--- src/rtl/commit_stage.sv ---
// Commit (writeback) stage for a one- or two-lane in-order core.
// Registers the retiring group, writes the register file, raises a flush
// for the oldest surviving excepting lane, and serialises the debug trace
// so that one instruction is shown per cycle (an extra DRAIN cycle is spent
// when both lanes retire together).
module commit_stage #(
  parameter int          LANES    = 2,
  parameter int          EXC_W    = 16,
  parameter logic [31:0] RESET_PC = 32'h1bfffffc
) (
  input  logic                         clk,
  input  logic                         resetn,

  input  logic                         in_valid,
  output logic                         in_allowin,

  input  logic [LANES-1:0]             in_lane_v,
  input  logic [LANES*32-1:0]          in_pc,
  input  logic [LANES*5-1:0]           in_dest,
  input  logic [LANES-1:0]             in_gr_we,
  input  logic [LANES*32-1:0]          in_result,
  input  logic [LANES*EXC_W-1:0]       in_exc,
  input  logic [LANES-1:0]             in_refetch,
  input  logic [LANES-1:0]             in_ertn,

  output logic [LANES-1:0]             rf_we,
  output logic [LANES*5-1:0]           rf_waddr,
  output logic [LANES*32-1:0]          rf_wdata,

  output logic                         flush,
  output logic                         exc_taken,
  output logic [$clog2(EXC_W)-1:0]     exc_idx,
  output logic                         ertn_flush,
  output logic [31:0]                  epc,
  output logic [31:0]                  refetch_pc,

  output logic [31:0]                  debug_wb_pc,
  output logic [3:0]                   debug_wb_rf_we,
  output logic [4:0]                   debug_wb_rf_wnum,
  output logic [31:0]                  debug_wb_rf_wdata
);

  localparam int IDX_W = $clog2(EXC_W);

  typedef enum logic {
    IDLE  = 1'b0,
    DRAIN = 1'b1
  } state_t;

  // ---------------------------------------------------------------------------
  // Stage state
  // ---------------------------------------------------------------------------
  state_t             state_q;
  logic               stage_valid_q;
  logic               flush_pend_q;

  logic               lane_v_q   [LANES];
  logic [31:0]        pc_q       [LANES];
  logic [4:0]         dest_q     [LANES];
  logic               gr_we_q    [LANES];
  logic [31:0]        result_q   [LANES];
  logic [EXC_W-1:0]   exc_q      [LANES];
  logic               refetch_q  [LANES];
  logic               ertn_q     [LANES];

  // Last value shown on the trace port, held while nothing retires
  logic [31:0]        dbg_pc_q;
  logic [4:0]         dbg_wnum_q;
  logic [31:0]        dbg_wdata_q;

  // ---------------------------------------------------------------------------
  // Per-lane decode
  // ---------------------------------------------------------------------------
  logic [LANES-1:0]   lane_exc;     // lane carries a real exception vector
  logic [LANES-1:0]   lane_xcpt;    // lane is valid and needs a flush
  logic [LANES-1:0]   raw_we;       // lane wants to write, before cross-lane rules
  logic [LANES-1:0]   lane_we;      // write enable after kill / same-dest rules
  logic [LANES-1:0]   traced;       // lane appears on the trace port

  logic               flush_hit;
  logic               both_traced;
  logic [31:0]        sel_pc;
  logic [EXC_W-1:0]   sel_exc;
  logic               sel_refetch;
  logic               sel_ertn;

  logic               disp_v;
  logic [31:0]        disp_pc;
  logic               disp_we;
  logic [4:0]         disp_wnum;
  logic [31:0]        disp_wdata;

  logic               idle;
  logic               readygo;
  logic               hold;
  logic               flush_exit;
  logic               load_en;
  logic               stage_valid_d;
  logic               flush_pend_d;
  logic [IDX_W-1:0]   exc_idx_d;

  genvar gi;

  generate
    for (gi = 0; gi < LANES; gi++) begin : g_lane
      assign lane_exc[gi]  = |exc_q[gi];
      assign lane_xcpt[gi] = stage_valid_q && lane_v_q[gi]
                             && (lane_exc[gi] || refetch_q[gi] || ertn_q[gi]);
      // Refetch/ertn lanes still write; only a real exception blocks the write
      assign raw_we[gi]    = stage_valid_q && lane_v_q[gi] && gr_we_q[gi] && !lane_exc[gi];
      assign rf_we[gi]     = lane_we[gi] && idle;
      assign rf_waddr[gi*5 +: 5]   = dest_q[gi];
      assign rf_wdata[gi*32 +: 32] = result_q[gi];

      // Capture the lane payload when a new group is accepted
      always_ff @(posedge clk) begin
        if (!resetn) begin
          lane_v_q[gi]  <= 1'b0;
          pc_q[gi]      <= RESET_PC;
          dest_q[gi]    <= 5'd0;
          gr_we_q[gi]   <= 1'b0;
          result_q[gi]  <= 32'd0;
          exc_q[gi]     <= '0;
          refetch_q[gi] <= 1'b0;
          ertn_q[gi]    <= 1'b0;
        end else if (load_en) begin
          lane_v_q[gi]  <= in_lane_v[gi];
          pc_q[gi]      <= in_pc[gi*32 +: 32];
          dest_q[gi]    <= in_dest[gi*5 +: 5];
          gr_we_q[gi]   <= in_gr_we[gi];
          result_q[gi]  <= in_result[gi*32 +: 32];
          exc_q[gi]     <= in_exc[gi*EXC_W +: EXC_W];
          refetch_q[gi] <= in_refetch[gi];
          ertn_q[gi]    <= in_ertn[gi];
        end
      end
    end

    if (LANES == 2) begin : g_dual
      logic kill1;
      logic same_dest;
      logic disp_hi;

      // An excepting lane 0 squashes the younger lane entirely
      assign kill1       = lane_xcpt[0];
      assign traced[0]   = stage_valid_q && lane_v_q[0];
      assign traced[1]   = stage_valid_q && lane_v_q[1] && !kill1;

      // Younger lane wins a same-register write; r0 writes are left alone
      assign same_dest   = raw_we[0] && raw_we[1] && !kill1
                           && (dest_q[0] == dest_q[1]) && (dest_q[0] != 5'd0);
      assign lane_we[0]  = raw_we[0] && !same_dest;
      assign lane_we[1]  = raw_we[1] && !kill1;

      assign flush_hit   = lane_xcpt[0] || lane_xcpt[1];
      assign both_traced = traced[0] && traced[1];

      // Oldest excepting lane supplies epc / cause
      assign sel_pc      = lane_xcpt[0] ? pc_q[0]      : pc_q[1];
      assign sel_exc     = lane_xcpt[0] ? exc_q[0]     : exc_q[1];
      assign sel_refetch = lane_xcpt[0] ? refetch_q[0] : refetch_q[1];
      assign sel_ertn    = lane_xcpt[0] ? ertn_q[0]    : ertn_q[1];

      // Trace lane 1 during DRAIN or when lane 0 is not retiring
      assign disp_hi     = (state_q == DRAIN) || !traced[0];
      assign disp_v      = (state_q == DRAIN) ? stage_valid_q : (traced[0] || traced[1]);
      assign disp_pc     = disp_hi ? pc_q[1]     : pc_q[0];
      assign disp_we     = disp_hi ? lane_we[1]  : lane_we[0];
      assign disp_wnum   = disp_hi ? dest_q[1]   : dest_q[0];
      assign disp_wdata  = disp_hi ? result_q[1] : result_q[0];
    end else begin : g_single
      assign traced[0]   = stage_valid_q && lane_v_q[0];
      assign lane_we[0]  = raw_we[0];
      assign flush_hit   = lane_xcpt[0];
      assign both_traced = 1'b0;
      assign sel_pc      = pc_q[0];
      assign sel_exc     = exc_q[0];
      assign sel_refetch = refetch_q[0];
      assign sel_ertn    = ertn_q[0];
      assign disp_v      = traced[0];
      assign disp_pc     = pc_q[0];
      assign disp_we     = lane_we[0];
      assign disp_wnum   = dest_q[0];
      assign disp_wdata  = result_q[0];
    end
  endgenerate

  // ---------------------------------------------------------------------------
  // Handshake and flush
  // ---------------------------------------------------------------------------
  assign idle       = (state_q == IDLE);
  assign readygo    = !(idle && both_traced);
  // After a flush has fired, keep upstream waiting until the drain completes
  assign hold       = flush_pend_q;
  assign in_allowin = !stage_valid_q || (readygo && !hold);

  assign flush      = idle && flush_hit;
  assign exc_taken  = flush && (|sel_exc);
  assign ertn_flush = flush && !(|sel_exc) && sel_ertn;
  assign epc        = flush ? sel_pc : 32'd0;
  assign refetch_pc = (flush && !(|sel_exc) && sel_refetch) ? sel_pc : 32'd0;
  assign exc_idx    = exc_taken ? exc_idx_d : '0;

  // Stage leaves empty after the group that flushed, and takes nothing new
  assign flush_exit    = stage_valid_q && readygo && (flush || flush_pend_q);
  assign load_en       = in_allowin && in_valid && !flush_exit;
  assign stage_valid_d = flush_exit ? 1'b0 : (in_allowin ? in_valid : stage_valid_q);
  assign flush_pend_d  = flush && !readygo;

  // Lowest set bit of the winning exception vector is the highest priority cause
  always_comb begin
    exc_idx_d = '0;
    for (int i = EXC_W - 1; i >= 0; i--) begin
      if (sel_exc[i]) begin
        exc_idx_d = i[IDX_W-1:0];
      end
    end
  end

  // Occupancy and IDLE/DRAIN sequencing
  always_ff @(posedge clk) begin
    if (!resetn) begin
      stage_valid_q <= 1'b0;
      state_q       <= IDLE;
      flush_pend_q  <= 1'b0;
    end else begin
      stage_valid_q <= stage_valid_d;
      flush_pend_q  <= flush_pend_d;
      if (state_q == IDLE) begin
        if (both_traced) begin
          state_q <= DRAIN;
        end
      end else begin
        state_q <= IDLE;
      end
    end
  end

  // ---------------------------------------------------------------------------
  // Debug trace
  // ---------------------------------------------------------------------------
  // Remember the last traced instruction so the port holds when idle
  always_ff @(posedge clk) begin
    if (!resetn) begin
      dbg_pc_q    <= RESET_PC;
      dbg_wnum_q  <= 5'd0;
      dbg_wdata_q <= 32'd0;
    end else if (disp_v) begin
      dbg_pc_q    <= disp_pc;
      dbg_wnum_q  <= disp_wnum;
      dbg_wdata_q <= disp_wdata;
    end
  end

  assign debug_wb_pc       = disp_v ? disp_pc    : dbg_pc_q;
  assign debug_wb_rf_we    = (disp_v && disp_we) ? 4'hf : 4'h0;
  assign debug_wb_rf_wnum  = disp_v ? disp_wnum  : dbg_wnum_q;
  assign debug_wb_rf_wdata = disp_v ? disp_wdata : dbg_wdata_q;

endmodule

--- config.mk ---
export PLATFORM = sky130hd
export DESIGN_NAME = commit_stage
export DESIGN_NICKNAME = d
export VERILOG_FILES = /design/src/rtl/commit_stage.sv
export SDC_FILE = /design/constraint.sdc
export NUM_CORES = 1
export LEC_CHECK = 0
export BUFFER_PORTS_ARGS = -buffer_cell sky130_fd_sc_hd__buf_2
export CORE_ASPECT_RATIO = 1.25
export CORE_MARGIN = 8
export CORE_UTILIZATION = 35
export CTS_CLUSTER_DIAMETER = 30
export DETAILED_ROUTE_END_ITERATION = 8
export PLACE_DENSITY_LB_ADDON = 0.1
export SYNTH_ARGS = -nofsm -noshare
export SYNTH_HDL_FRONTEND = slang
export SYNTH_SLANG_ARGS = --single-unit
export TNS_END_PERCENT = 20
--- constraint.sdc ---
create_clock -name clk -period 8.5 [get_ports clk]
set_input_delay 2.125 -clock clk [delete_from_list [all_inputs] [get_ports clk]]
set_output_delay 2.125 -clock clk [all_outputs]
set_load 0.01 [all_outputs]
After elaboration in Yosys (flattened, before gate mapping)
Memory sizes are Yosys's and may differ from the RTL's. Index checks and enable logic that the tools add are counted.

Equal/unequal tests: 1. Muxes and demuxes: 53. Bitwise logic cells: 18. Reduce and logical (&&, ||, !) cells: 56.

Operators with widths (count): two-way mux 32 bit (11); two-way mux 4 bit (18); two-way mux 16 bit (3); OR reduction 16 bit (3); logical AND 1 bit (31); two-way mux 5 bit (4); two-way mux 1 bit (17); bitwise OR 1 bit (16); zero test 1 bit (10); logical OR 1 bit (9); == test 5 bit (1); nonzero test 5 bit (1); OR reduction 2 bit (2); NOT 1 bit (2).

Flip-flop bits (word level): 72. Bits in writable memories: 178. Input port bits: 181. Output and inout port bits: 221. Logic and storage cells: 142. Memories: 8.

Memories: pc_q (depth 2, width 32, rd ports 2, clocked after memory_dff 0, wr ports 2, line 58) `logic [31:0] pc_q [LANES];`; result_q (depth 2, width 32, rd ports 2, clocked after memory_dff 0, wr ports 2, line 61) `logic [31:0] result_q [LANES];`; exc_q (depth 2, width 16, rd ports 2, clocked after memory_dff 0, wr ports 2, line 62) `logic [EXC_W-1:0] exc_q [LANES];`; dest_q (depth 2, width 5, rd ports 2, clocked after memory_dff 0, wr ports 2, line 59) `logic [4:0] dest_q [LANES];`; ertn_q (depth 2, width 1, rd ports 2, clocked after memory_dff 0, wr ports 2, line 64) `logic ertn_q [LANES];`; gr_we_q (depth 2, width 1, rd ports 2, clocked after memory_dff 0, wr ports 2, line 60) `logic gr_we_q [LANES];`; 2 more memories.

Depth between registers and ports, before layout
Depth in word-level cells: 22. Gate-level depth with buffers: 10. Gate-level depth less buffers: 7.

Worst setup path before layout
Ideal clock, no wire load.

Kind: input -> register. Start point: in resetn. End point: mem dest_q[0][0], enable pin. Library setup time: 1414 ps. Arrival: 5817 ps. Data required time: 7086 ps. Setup slack: 1269 ps. Stages on the path: 4. Path buffers: 3. Path through: clkbuf_1 -> clkbuf_1 -> clkbuf_1 -> nand2_1.

RTL lines: start, declared (line 12) `input logic resetn,`; end, declared (line 59).

Worst setup path in the final report
Start point: reg stage_valid_q. End point: out debug_wb_pc[30].

Longest elaborated chain between the ends: 7. Elaborated cells between the ends (all ways): 11. Classes of those cells: mux: 3; reduce/logical: 8.

Ends and longest elaborated chain: start, declared (line 54) `logic stage_valid_q;`; start signal, assigned (line 227) `stage_valid_q <= stage_valid_d;`; logical AND 1 bit (line 107, 146); logical AND 1 bit (line 108) `&& (lane_exc[gi] || refetch_q[gi] || ertn_q[gi]);`; zero test 1 bit (line 147) `assign traced[1] = stage_valid_q && lane_v_q[1] && !kill1;`; logical AND 1 bit (line 147); logical OR 1 bit (line 166) `assign disp_v = (state_q == DRAIN) ? stage_valid_q : (traced[0] || traced[1]);`; two-way mux 1 bit (line 166); two-way mux 32 bit *; end, declared (line 37) `output logic [31:0] debug_wb_pc,`.

Every way passes the cells marked *; elsewhere a longest branch is shown, timed or not.

==> results by group <==
Status
  – Status: completed

STA
  – RSZ-0062 raised after global routing: false
  – Slew @ Worst Pin: 1050 ps
  – Max transition margin: 0.300
  – Highest Clock Rate: 173 MHz
  – # setup viols final: 0
  – Final Max Slew Viols: 0
  – Crit path time final: 5770 ps
  – Hold Vio Cnt, Final: 0
  – TNS Setup: 0 ps
  – Fin crit share: 0.679
  – Setup Skew: 18.0 ps
  – WHS: 467 ps

Synth
  – Simple-Gate Fraction of Synth Area: 0.199
  – Synth Area in Adders: 0
  – Synth Area in Compound Gates: 0.0777
  – Synth Flop Type: edfxtp_1
  – Synthesized flop and latch total: 250
  – Synth unique cells: 53
  – Share of synthesized area spent on multiplexers: 0.0945
  – Main combinational cell family by area after synthesis: simple AND/OR/NAND/NOR gates
  – Asr flop ratio synth: 0
  – Syn Nets: 1,183
  – Syn Area/Cell: 11.3 µm²
  – Post-Syn Instances: 1,002
  – Synth warn: 0
  – Sequential area share after synthesis: 0.595
  – Post-synth EDFFs: 174
  – Synthesized cell area: 0.0113 mm²
  – XOR/XNOR Fraction of Synth Area: 0.00154

Clocking
  – Worst-skew pair later-pin latency: 540 ps
  – Clk buf depth: 3
  – CTS hold repair buffers: 0
  – Clock-pin slew on the worst setup and hold paths: 40 ps
  – CTS tree: built
  – Htree depth: 2
  – Root buffer cell: clkbuf_16
  – Post-CTS setup buffer count: 0
  – Num CTS Buffers: 51
  – CTS Sinks: 250
  – CTS-repair resized insts: 0

Floorplan
  – Die width: 177 µm
  – Placement Rows: 73
  – Die height: 217 µm
  – Starting Density: 0.356
  – Die area: 0.0384 mm²
  – Num ports: 402
  – CORE AREA: 0.0319 mm²

Final layout
  – Layout cells sized above 1: 0.358
  – Fin area: 0.0153 mm²
  – Final nets: 1,577
  – Final core utilization: 0.481
  – Fill cells: 2,996
  – Register Area: 0.00675 mm²
  – Most frequent cells in the layout: buf_2, edfxtp_1, and2_1
  – Most common cell after layout, fill and taps aside: buf_2
  – Layout area overhead: 35.3%
  – Area of the multi-input gates: 0.00427 mm²

Detailed routing
  – First-pass iteration count of the detailed router: 4
  – Drt first-iter violations: 362
  – Remaining routing DRC violations: 0
  – Drt total wl: 35.5 mm
  – DR vias: 8,787
  – ANT nets after route: 0
  – Routed length per instance: 19.2 µm
  – Routed vias/inst: 4.75

Global route
  – First-pass GRT wire length: 53.4 mm
  – GRT Overall Usage: 0.178
  – Largest net degree at the start of global routing: 109
  – Congestion Overflow GR: 0
  – Vias in the first global route: 9,279
  – Initial antenna violation count: 7

Pwr
  – P_leak: 6.62 nW
  – Max rail drop VDD: 0.000225 V
  – Power Dens Cells: 239 mW/mm²

Place
  – I/O Buffers: 401
  – RD Place Congestion: 0.831
  – DP HPWL: 25.5 mm
  – Placed Area: 0.0137 mm²

Critical path
  – CP Max Fanout: 42
  – Critical path required time: 6380 ps
  – Arr. time, crit path: 3650 ps
  – Kind of critical path: flop to primary output
  – CP Launch Type: flop
  – CP Capture Type: primary output

Min path
  – Worst hold path type: flop to flop

Run
  – MaxCap Viol Count: 0
stage by stage:
| stage | cells | setup WS [ps] | power [mW] |
|---|---|---|---|
| after floorplan | 1002 | 1270 | 1.61 |
| after global placement | 1755 | 3200 | 1.76 |
| after detailed placement | 1755 | 3190 | 1.77 |
| after CTS | 1847 | 2600 | 3.71 |
| after global routing | 1847 | 2480 | 3.80 |
| final | 1848 | 2730 | 3.66 |
routing by layer:
| metal | wire length (µm) | part of all wire | track usage | up-vias |
|---|---|---|---|---|
| met4 | 575 | 0.016 | 0.0477 | 12 |
| li1 | - | - | - | 4298 |
| met2 | 17800 | 0.50 | 0.315 | 334 |
| met3 | 3690 | 0.10 | 0.0728 | 54 |
| met5 | 76 | 0.0021 | 0 | - |
| met1 | 13300 | 0.37 | 0.194 | 4089 |
synth_stat cells (5+ instances only):
| cell type | count | share of area |
|---|---|---|
| a21oi_1 | 11 | 0.0049 |
| and2_1 | 169 | 0.093 |
| buf_1 | 8 | 0.0026 |
| buf_2 | 11 | 0.0049 |
| clkbuf_1 | 45 | 0.015 |
| dfxtp_1 | 76 | 0.13 |
| edfxtp_1 | 174 | 0.46 |
| inv_1 | 10 | 0.0033 |
| mux2i_1 | 107 | 0.094 |
| nand2_1 | 83 | 0.027 |
| nand2b_1 | 54 | 0.030 |
| nor2_1 | 75 | 0.025 |
| nor2_2 | 7 | 0.0039 |
| nor3_1 | 5 | 0.0022 |
| nor4_1 | 6 | 0.0033 |
| o211ai_1 | 28 | 0.019 |
| o21ai_0 | 76 | 0.034 |
| o31ai_1 | 6 | 0.0040 |
registers in the layout, indices dropped and copies added, names as in the netlist:
register / cells
state_q: 1
refetch_q: 2
flush_pend_q: 1
ertn_q: 2
pc_q: 64
gr_we_q: 2
lane_v_q: 2
stage_valid_q: 1
dbg_wnum_q: 5
dest_q: 10
result_q: 64
dbg_pc_q: 32
dbg_wdata_q: 32
exc_q: 32
path summary, 6_finish.rpt:
check / start / slack, ps / cells after the start / to
setup / recovery: stage_valid_q / 2730 / 7 / debug_wb_pc[30]
hold / removal: dbg_pc_q[3] / 470 / 2 / dbg_pc_q[3]
setup reg to reg: exc_q[0][5] / 4490 / 7 / result_q[1][4]
hold reg to reg: dbg_pc_q[3] / 470 / 2 / dbg_pc_q[3]
power breakdown:
| group | internal (mW) | switching [mW] | leakage, nW | total [mW] |
|---|---|---|---|---|
| sequential | 1.38 | 0.0412 | 2.41 | 1.42 |
| combinational | 0.130 | 0.185 | 3.38 | 0.315 |
| clock | 1.31 | 0.611 | 0.829 | 1.92 |
logic make-up after synthesis:
logic type | after synthesis
mux | 107
xor+xnor | 2
simple gates | 419
buf+inv | 81
compound gates | 143
flops | 250
layout make-up:
| type | count | area share |
|---|---|---|
| flip-flops and latches | 250 | 0.440 |
| multi-input cells | 671 | 0.278 |
| repair buffers | 412 | 0.136 |
| clock buffers | 67 | 0.0925 |
| well taps | 412 | 0.0336 |
| clock inverters | 25 | 0.0172 |
| inverters | 10 | 0.00245 |
| diodes | 1 | 0.000163 |
critical path, cell delays in order, from the launching register on:
cell     delay (ps)
dfxtp_1         530
nand2_2         250
nor2_4          130
buf_4           510
buf_4           730
mux2i_1         170
o21ai_0         420
buf_2           230
Power figures use the tool's default switching activity.
